===== src/rtl/lane_merge_pkg.sv =====
`default_nettype none
// ============================================================================
// Package   : lane_merge_pkg
// Purpose   : Shared types and defaults for the lane merge stage.
//             lane_t encodes the round-robin turn. lane_merge_cnt_width()
//             sizes FIFO occupancy counters so they can represent DEPTH.
// Revision  : 1.0 - initial release
// ============================================================================
package lane_merge_pkg;

  localparam int WIDTH_DEFAULT = 4;
  localparam int DEPTH_DEFAULT = 4;

  typedef enum logic [0:0] {
    LANE0 = 1'b0,
    LANE1 = 1'b1
  } lane_t;

  // One extra bit over the pointer width so a completely full FIFO
  // (count == DEPTH) remains representable.
  function automatic int lane_merge_cnt_width(input int depth);
    return $clog2(depth) + 1;
  endfunction

endpackage : lane_merge_pkg
`default_nettype wire


===== src/rtl/lane_fifo.sv =====
`default_nettype none
// ============================================================================
// Module    : lane_fifo
// Purpose   : Single-clock FIFO buffering one demuxed lane.
//             The head word is presented combinationally on data_out.
//             A push on a full FIFO is accepted only when the same edge
//             also pops; otherwise it is silently ignored (the caller
//             flags the drop).
// Ports     : clk      - rising-edge clock
//             reset    - synchronous active-high reset (empties the FIFO)
//             push     - write data_in this edge
//             pop      - remove the head word this edge (ignored if empty)
//             data_in  - word to write
//             data_out - head word (valid while !empty)
//             full     - FIFO holds DEPTH words
//             empty    - FIFO holds no words
//             count    - current occupancy
// Revision  : 1.0 - initial release
// ============================================================================
module lane_fifo
  import lane_merge_pkg::*;
#(
  parameter int WIDTH = WIDTH_DEFAULT,
  parameter int DEPTH = DEPTH_DEFAULT
) (
  input  logic                                    clk,
  input  logic                                    reset,
  input  logic                                    push,
  input  logic                                    pop,
  input  logic [WIDTH-1:0]                        data_in,
  output logic [WIDTH-1:0]                        data_out,
  output logic                                    full,
  output logic                                    empty,
  output logic [lane_merge_cnt_width(DEPTH)-1:0]  count
);

  localparam int AW = $clog2(DEPTH);
  localparam int CW = lane_merge_cnt_width(DEPTH);
  localparam logic [CW-1:0] C_DEPTH = CW'(DEPTH);

  logic [WIDTH-1:0] r_mem [DEPTH];
  logic [AW-1:0]    r_wr_ptr;
  logic [AW-1:0]    r_rd_ptr;
  logic [CW-1:0]    r_count;

  logic w_push_ok;
  logic w_pop_ok;

  assign full  = (r_count == C_DEPTH);
  assign empty = (r_count == '0);
  assign count = r_count;

  // A full FIFO can still take a word when the head leaves on the same edge.
  assign w_pop_ok  = pop && !empty;
  assign w_push_ok = push && (!full || w_pop_ok);

  assign data_out = r_mem[r_rd_ptr];

  // Storage needs no reset; only the pointers define what is valid.
  always_ff @(posedge clk) begin
    if (w_push_ok) begin
      r_mem[r_wr_ptr] <= data_in;
    end
  end

  // Pointers wrap naturally because DEPTH is a power of two.
  always_ff @(posedge clk) begin
    if (reset) begin
      r_wr_ptr <= '0;
      r_rd_ptr <= '0;
      r_count  <= '0;
    end else begin
      if (w_push_ok) begin
        r_wr_ptr <= r_wr_ptr + AW'(1);
      end
      if (w_pop_ok) begin
        r_rd_ptr <= r_rd_ptr + AW'(1);
      end
      case ({w_push_ok, w_pop_ok})
        2'b10:   r_count <= r_count + CW'(1);
        2'b01:   r_count <= r_count - CW'(1);
        default: r_count <= r_count;
      endcase
    end
  end

endmodule : lane_fifo
`default_nettype wire


===== src/rtl/lane_merge_mux.sv =====
`default_nettype none
// ============================================================================
// Module    : lane_merge_mux
// Purpose   : Recombines the two lanes of a 1:2 demux into one stream.
//             Each lane is buffered in a lane_fifo; a work-conserving
//             round-robin arbiter feeds a registered valid/ready output.
// Ports     : clk        - rising-edge clock
//             reset      - synchronous active-high reset
//             data_in0   - lane 0 word,  valid_in0 - lane 0 word present
//             data_in1   - lane 1 word,  valid_in1 - lane 1 word present
//             ready_in   - downstream accepts data_out this cycle
//             data_out   - merged word,  valid_out - data_out holds a word
//             full0/1    - lane FIFO holds DEPTH words
//             overflow   - sticky: a word was dropped on a full FIFO
//             parity_out - ^data_out, registered with it
//                          (only when LANE_MERGE_PARITY_EN is defined)
// Config    : LANE_MERGE_PARITY_EN - adds the parity_out port and logic.
// Revision  : 1.0 - initial release
// ============================================================================
module lane_merge_mux
  import lane_merge_pkg::*;
#(
  parameter int WIDTH = WIDTH_DEFAULT,
  parameter int DEPTH = DEPTH_DEFAULT
) (
  input  logic             clk,
  input  logic             reset,
  input  logic [WIDTH-1:0] data_in0,
  input  logic             valid_in0,
  input  logic [WIDTH-1:0] data_in1,
  input  logic             valid_in1,
  input  logic             ready_in,
  output logic [WIDTH-1:0] data_out,
  output logic             valid_out,
  output logic             full0,
  output logic             full1,
`ifdef LANE_MERGE_PARITY_EN
  output logic             parity_out,
`endif
  output logic             overflow
);

  localparam int CW = lane_merge_cnt_width(DEPTH);
  localparam logic [CW-1:0] C_DEPTH = CW'(DEPTH);

  lane_t            r_turn;
  logic [WIDTH-1:0] r_data_out;
  logic             r_valid_out;
  logic             r_overflow;

  logic [WIDTH-1:0] w_head0;
  logic [WIDTH-1:0] w_head1;
  logic             w_fifo_full0;
  logic             w_fifo_full1;
  logic             w_empty0;
  logic             w_empty1;
  logic [CW-1:0]    w_count0;
  logic [CW-1:0]    w_count1;

  logic             w_load;
  logic             w_pick0;
  logic             w_pick1;
  logic             w_drop;

  // --------------------------------------------------------------------------
  // Lane buffers
  // --------------------------------------------------------------------------
  lane_fifo #(
    .WIDTH (WIDTH),
    .DEPTH (DEPTH)
  ) u_fifo0 (
    .clk      (clk),
    .reset    (reset),
    .push     (valid_in0),
    .pop      (w_pick0),
    .data_in  (data_in0),
    .data_out (w_head0),
    .full     (w_fifo_full0),
    .empty    (w_empty0),
    .count    (w_count0)
  );

  lane_fifo #(
    .WIDTH (WIDTH),
    .DEPTH (DEPTH)
  ) u_fifo1 (
    .clk      (clk),
    .reset    (reset),
    .push     (valid_in1),
    .pop      (w_pick1),
    .data_in  (data_in1),
    .data_out (w_head1),
    .full     (w_fifo_full1),
    .empty    (w_empty1),
    .count    (w_count1)
  );

  // --------------------------------------------------------------------------
  // Arbitration
  // --------------------------------------------------------------------------
  // The output register can take a new word when it is empty or being drained.
  assign w_load = !r_valid_out || ready_in;

  // Turn's lane wins if it has data; otherwise fall through to the other lane
  // so a single active lane is never starved by an idle one.
  assign w_pick0 = w_load && !w_empty0 && ((r_turn == LANE0) || w_empty1);
  assign w_pick1 = w_load && !w_empty1 && ((r_turn == LANE1) || w_empty0);

  // A push is lost only when the FIFO is full and is not popped this edge.
  assign w_drop = (valid_in0 && w_fifo_full0 && !w_pick0) ||
                  (valid_in1 && w_fifo_full1 && !w_pick1);

  // --------------------------------------------------------------------------
  // Turn state, output register and sticky overflow
  // --------------------------------------------------------------------------
  always_ff @(posedge clk) begin
    if (reset) begin
      r_turn      <= LANE0;
      r_data_out  <= '0;
      r_valid_out <= 1'b0;
      r_overflow  <= 1'b0;
    end else begin
      if (w_pick0) begin
        r_data_out  <= w_head0;
        r_valid_out <= 1'b1;
        r_turn      <= LANE1;
      end else if (w_pick1) begin
        r_data_out  <= w_head1;
        r_valid_out <= 1'b1;
        r_turn      <= LANE0;
      end else if (w_load) begin
        // Nothing to send: drop valid, keep the last word and the turn.
        r_valid_out <= 1'b0;
      end
      if (w_drop) begin
        r_overflow <= 1'b1;
      end
    end
  end

`ifdef LANE_MERGE_PARITY_EN
  logic r_parity;

  // Parity is captured from the same head word that loads data_out.
  always_ff @(posedge clk) begin
    if (reset) begin
      r_parity <= 1'b0;
    end else if (w_pick0) begin
      r_parity <= ^w_head0;
    end else if (w_pick1) begin
      r_parity <= ^w_head1;
    end
  end

  assign parity_out = r_parity;
`endif

  assign data_out  = r_data_out;
  assign valid_out = r_valid_out;
  assign overflow  = r_overflow;
  assign full0     = (w_count0 == C_DEPTH);
  assign full1     = (w_count1 == C_DEPTH);

endmodule : lane_merge_mux
`default_nettype wire

===== config.mk =====
export PLATFORM = sky130hd
export DESIGN_NAME = lane_merge_mux
export DESIGN_NICKNAME = d
export VERILOG_FILES = /design/src/rtl/lane_merge_pkg.sv /design/src/rtl/lane_fifo.sv /design/src/rtl/lane_merge_mux.sv
export SDC_FILE = /design/constraint.sdc
export NUM_CORES = 1
export LEC_CHECK = 0
export CAP_MARGIN = 20
export CORE_UTILIZATION = 30
export CTS_BUF_LIST = sky130_fd_sc_hd__clkbuf_16
export DETAILED_ROUTE_END_ITERATION = 16
export SYNTH_ARGS = -nofsm -noshare
export SYNTH_HDL_FRONTEND = slang
export SYNTH_SLANG_ARGS = --single-unit

===== constraint.sdc =====
create_clock -name clk -period 2.3 [get_ports clk]
set_input_delay 0.46 -clock clk [delete_from_list [all_inputs] [get_ports clk]]
set_output_delay 0.46 -clock clk [all_outputs]
set_load 0.005 [all_outputs]

==> impl_metrics.csv <==
group,metric,value,unit
outcome,status,"finished clean",
synth,post_synth_xor_area_fraction,0.0104,
sta,max_fclk,0.470,GHz
drt,ant_nets,0,
clock_tree,clkTransAtPathRegs,0.05,ns
synth,syn-instance-count,187,
run,timing.max_cap.violations,0,
synth,ys_async_sr_fraction,0,
global_route,grt_pass1_wl,7670,µm
drt,route.final.wire_length,4480,µm
die,initial_utilization,0.308,
clock_tree,number_of_clock_sinks_seen_by_cts,57,
clock_tree,cts_setup_buffers,0,
synth,compound_gate_portion_of_the_synthesized_area,0.0676,
power_and_ir_drop,vdd_drop_max,0.000429,V
global_route,grt_pass1_vias,1619,
synth,synth_seq_cells,57,
cells_and_area,layoutNonFillerInstCount,337,
synth,synth_enable_flop_cells,32,
synth,synthMuxAreaShare,0.134,
cells_and_area,fin_nets,250,
critical_path,worst-r2r-setup-slack,0.22,ns
synth,post_synth_instance_area,2520,µm²
synth,ys_seq_area_frac,0.581,
placement,placed_cells,321,
synth,yosys.cell_types.count,40,
drt,dr_total_vias,1533,
placement,dpl.hpwl,3230,µm
synth,ys_dominant_reg_cell,"edfxtp_1",
die,row_count,33,
global_route,met3_usage,0.0447,
clock_tree,insertion_delay,0.32,ns
critical_path,setup.worst_path.end_class,"flip-flop",
drt,dr.first_iter.drc_count,49,
critical_path,critical_path.startpoint_type,"input port",
sta,slew_violations,0,
synth,avgSynthCellArea,13.5,µm²
cells_and_area,syn_to_final_growth,28.6,%
sta,finalCriticalPeriod,2.13,ns
clock_tree,tritoncts_clock_tree,"done",
clock_tree,cts.repair.resized,0,
synth,synth_fp_nets,210,
sta,finalClockSkew,0.00361,ns
clock_tree,hold_buffers,0,
critical_path,critical_path_arrival,2.34,ns
global_route,grt.met2_usage,0.198,
synth,synthAdderAreaFrac,0.0557,
drt,detail_route.first_pass.iterations,4,
die,core,8180,µm²
global_route,grt_start_max_net_pins,23,
critical_path,reg2reg_start,"u_fifo1.count[0]$_SDFFE_PP0P_",
die,design.portCount,21,
drt,routed_wire_length_per_instance,13.3,µm
critical_path,cp_max_fo,5,
placement,gp_routability_congestion,0.781,
sta,rsz_0062_raised_after_global_routing,"no",
sta,relative_slew_slack,0.783,
die,chipHeight,93.6,µm
clock_tree,cts_inserted_buffers,9,
synth,synth_top_family_by_area,"multiplexers",
sta,worst-slew-pin-transition,0.325,ns
global_route,global_route.usage.met1,0.138,
clock_tree,htree_levels,3,
critical_path,critical_path_type,"in2reg",
sta,setup_viol_count_final,0,
die,floorplan.die_area,8760,µm²
global_route,initial_antenna_violation_count,0,
power_and_ir_drop,power-per-cell-area,1290,nW/µm²
sta,finalCritPeriodShare,0.925,
global_route,grt_overflow,0,
critical_path,reg2regPathDepth,7,
critical_path,required,2.51,ns
synth,synth-warning-count,0,
die,die_w,93.6,µm
drt,post_drt_via_cell_ratio,4.55,
cells_and_area,final_common_cell,"edfxtp_1",
min_path,worstHoldPathCells,2,
synth,synthSimpleGateAreaFrac,0.124,
power_and_ir_drop,leakage,1.19,nW
cells_and_area,stdcell_area,3240,µm²
cells_and_area,diodes,0,
critical_path,worst_r2r_endpoint,"u_fifo0.count[2]$_SDFFE_PP0P_",
sta,finalHoldViolCount,0,
min_path,min_from,"u_fifo0.r_rd_ptr[1]$_SDFFE_PP0N_",
clock_tree,max-clock-path-buffers,2,
placement,placedInstanceArea,2920,µm²
min_path,hp-class,"reg2reg",
global_route,grt_util_all_layers,0.122,
global_route,layer_with_the_highest_usage_after_global_routing,"met2",
placement,io_buffer_count,20,
cells_and_area,most_frequent_cells_in_the_layout,"32 x edfxtp_1, 25 x dfxtp_1, 21 x nor2_1, 20 x clkdlybuf4s50_1, 14 x inv_1",
cells_and_area,drive_above_1_share,0.211,
clock_tree,clock-root-buffer,"clkbuf_16",
drt,remaining_drc_errors,0,
==> power breakdown <==
part | internal [W] | leakage (nW) | switching (W)
clock | 0.000935 | 0.154 | 0.000439
sequential | 0.00129 | 0.500 | 0.000160
combinational | 0.000709 | 0.537 | 0.000647
==> routing by layer <==
metal	vias to the layer above	share of wire
li1	760	-
met3	10	0.034
met4	0	0.027
met2	18	0.49
met1	745	0.45
met5	-	0
==> stage by stage <==
stage / worst slack, ns / TNS (ns) / utilization / hold slack [ns] / total power [W]
5_1_grt: 0.0138 / 0 / 0.396 / 0.500 / 0.00446
3_5_place_dp: -0.172 / -0.441 / 0.358 / 0.476 / 0.00285
3_3_place_gp: -0.127 / -0.283 / 0.358 / 0.473 / 0.00281
6_report: 0.173 / 0 / 0.396 / 0.481 / 0.00418
4_1_cts: 0.153 / 0 / 0.396 / 0.481 / 0.00424
2_1_floorplan: 0.209 / 0 / - / 0.460 / 0.00239
==> synth_stat cells (5+ instances only) <==
master	n	share of area
ha_1	8	0.040
dfxtp_1	25	0.20
inv_1	12	0.018
mux4_2	8	0.072
and2_1	8	0.020
a21oi_1	6	0.012
edfxtp_1	32	0.38
nor2_1	21	0.031
mux2i_1	9	0.036
nand2b_1	5	0.012
==> cell type report <==
cell class / instances / area, µm²
sequential: 57 / 1460
tap: 105 / 131
inverter: 12 / 45.0
timing repair buffer: 33 / 298
multi-input combinational: 114 / 987
clock inverter: 7 / 87.6
fill: 790 / 4940
clock buffer: 9 / 225
==> worst max-delay path by stage <==
| stage | from | to | cells past startpoint | slack (ns) |
|---|---|---|---|---|
| after floorplan | ready_in | u_fifo1.count[2]$_SDFFE_PP0P_ | 7 | 0.21 |
| after global placement | ready_in | u_fifo1.count[2]$_SDFFE_PP0P_ | 8 | -0.13 |
| after detailed placement | ready_in | u_fifo0.count[2]$_SDFFE_PP0P_ | 8 | -0.17 |
| after CTS | ready_in | u_fifo1.count[2]$_SDFFE_PP0P_ | 8 | 0.15 |
| after global routing | ready_in | u_fifo1.count[2]$_SDFFE_PP0P_ | 8 | 0.01 |
| final | ready_in | u_fifo1.count[2]$_SDFFE_PP0P_ | 8 | 0.17 |
==> flip-flops by register name (all words and copies together), names as in the netlist, named ones only <==
name / count
overflow: 1
u_fifo0.r_mem: 16
u_fifo0.count: 3
u_fifo1.count: 3
u_fifo0.r_rd_ptr: 2
u_fifo1.r_wr_ptr: 2
u_fifo1.r_rd_ptr: 2
data_out: 4
u_fifo1.r_mem: 16
valid_out: 1
r_turn: 1
u_fifo0.r_wr_ptr: 2
==> kinds of logic after synthesis <==
group / count (synthesis)
buffers and inverters: 16
AND/OR/NAND/NOR: 55
AO/OA/AOI/OAI: 23
adder cells (fa/ha/maj): 10
flip-flops: 57
multiplexers: 23
XOR/XNOR: 3
==> critical path, stage by stage <==
cell and delay [ns]:
clkdlybuf4s50_1 0.44, nand2b_1 0.18, o211a_1 0.20, nand2_1 0.07, fa_1 0.37, nor2b_1 0.14, mux2i_1 0.15, mux2_1 0.32
Note: power is estimated with default switching activity, not from simulation.
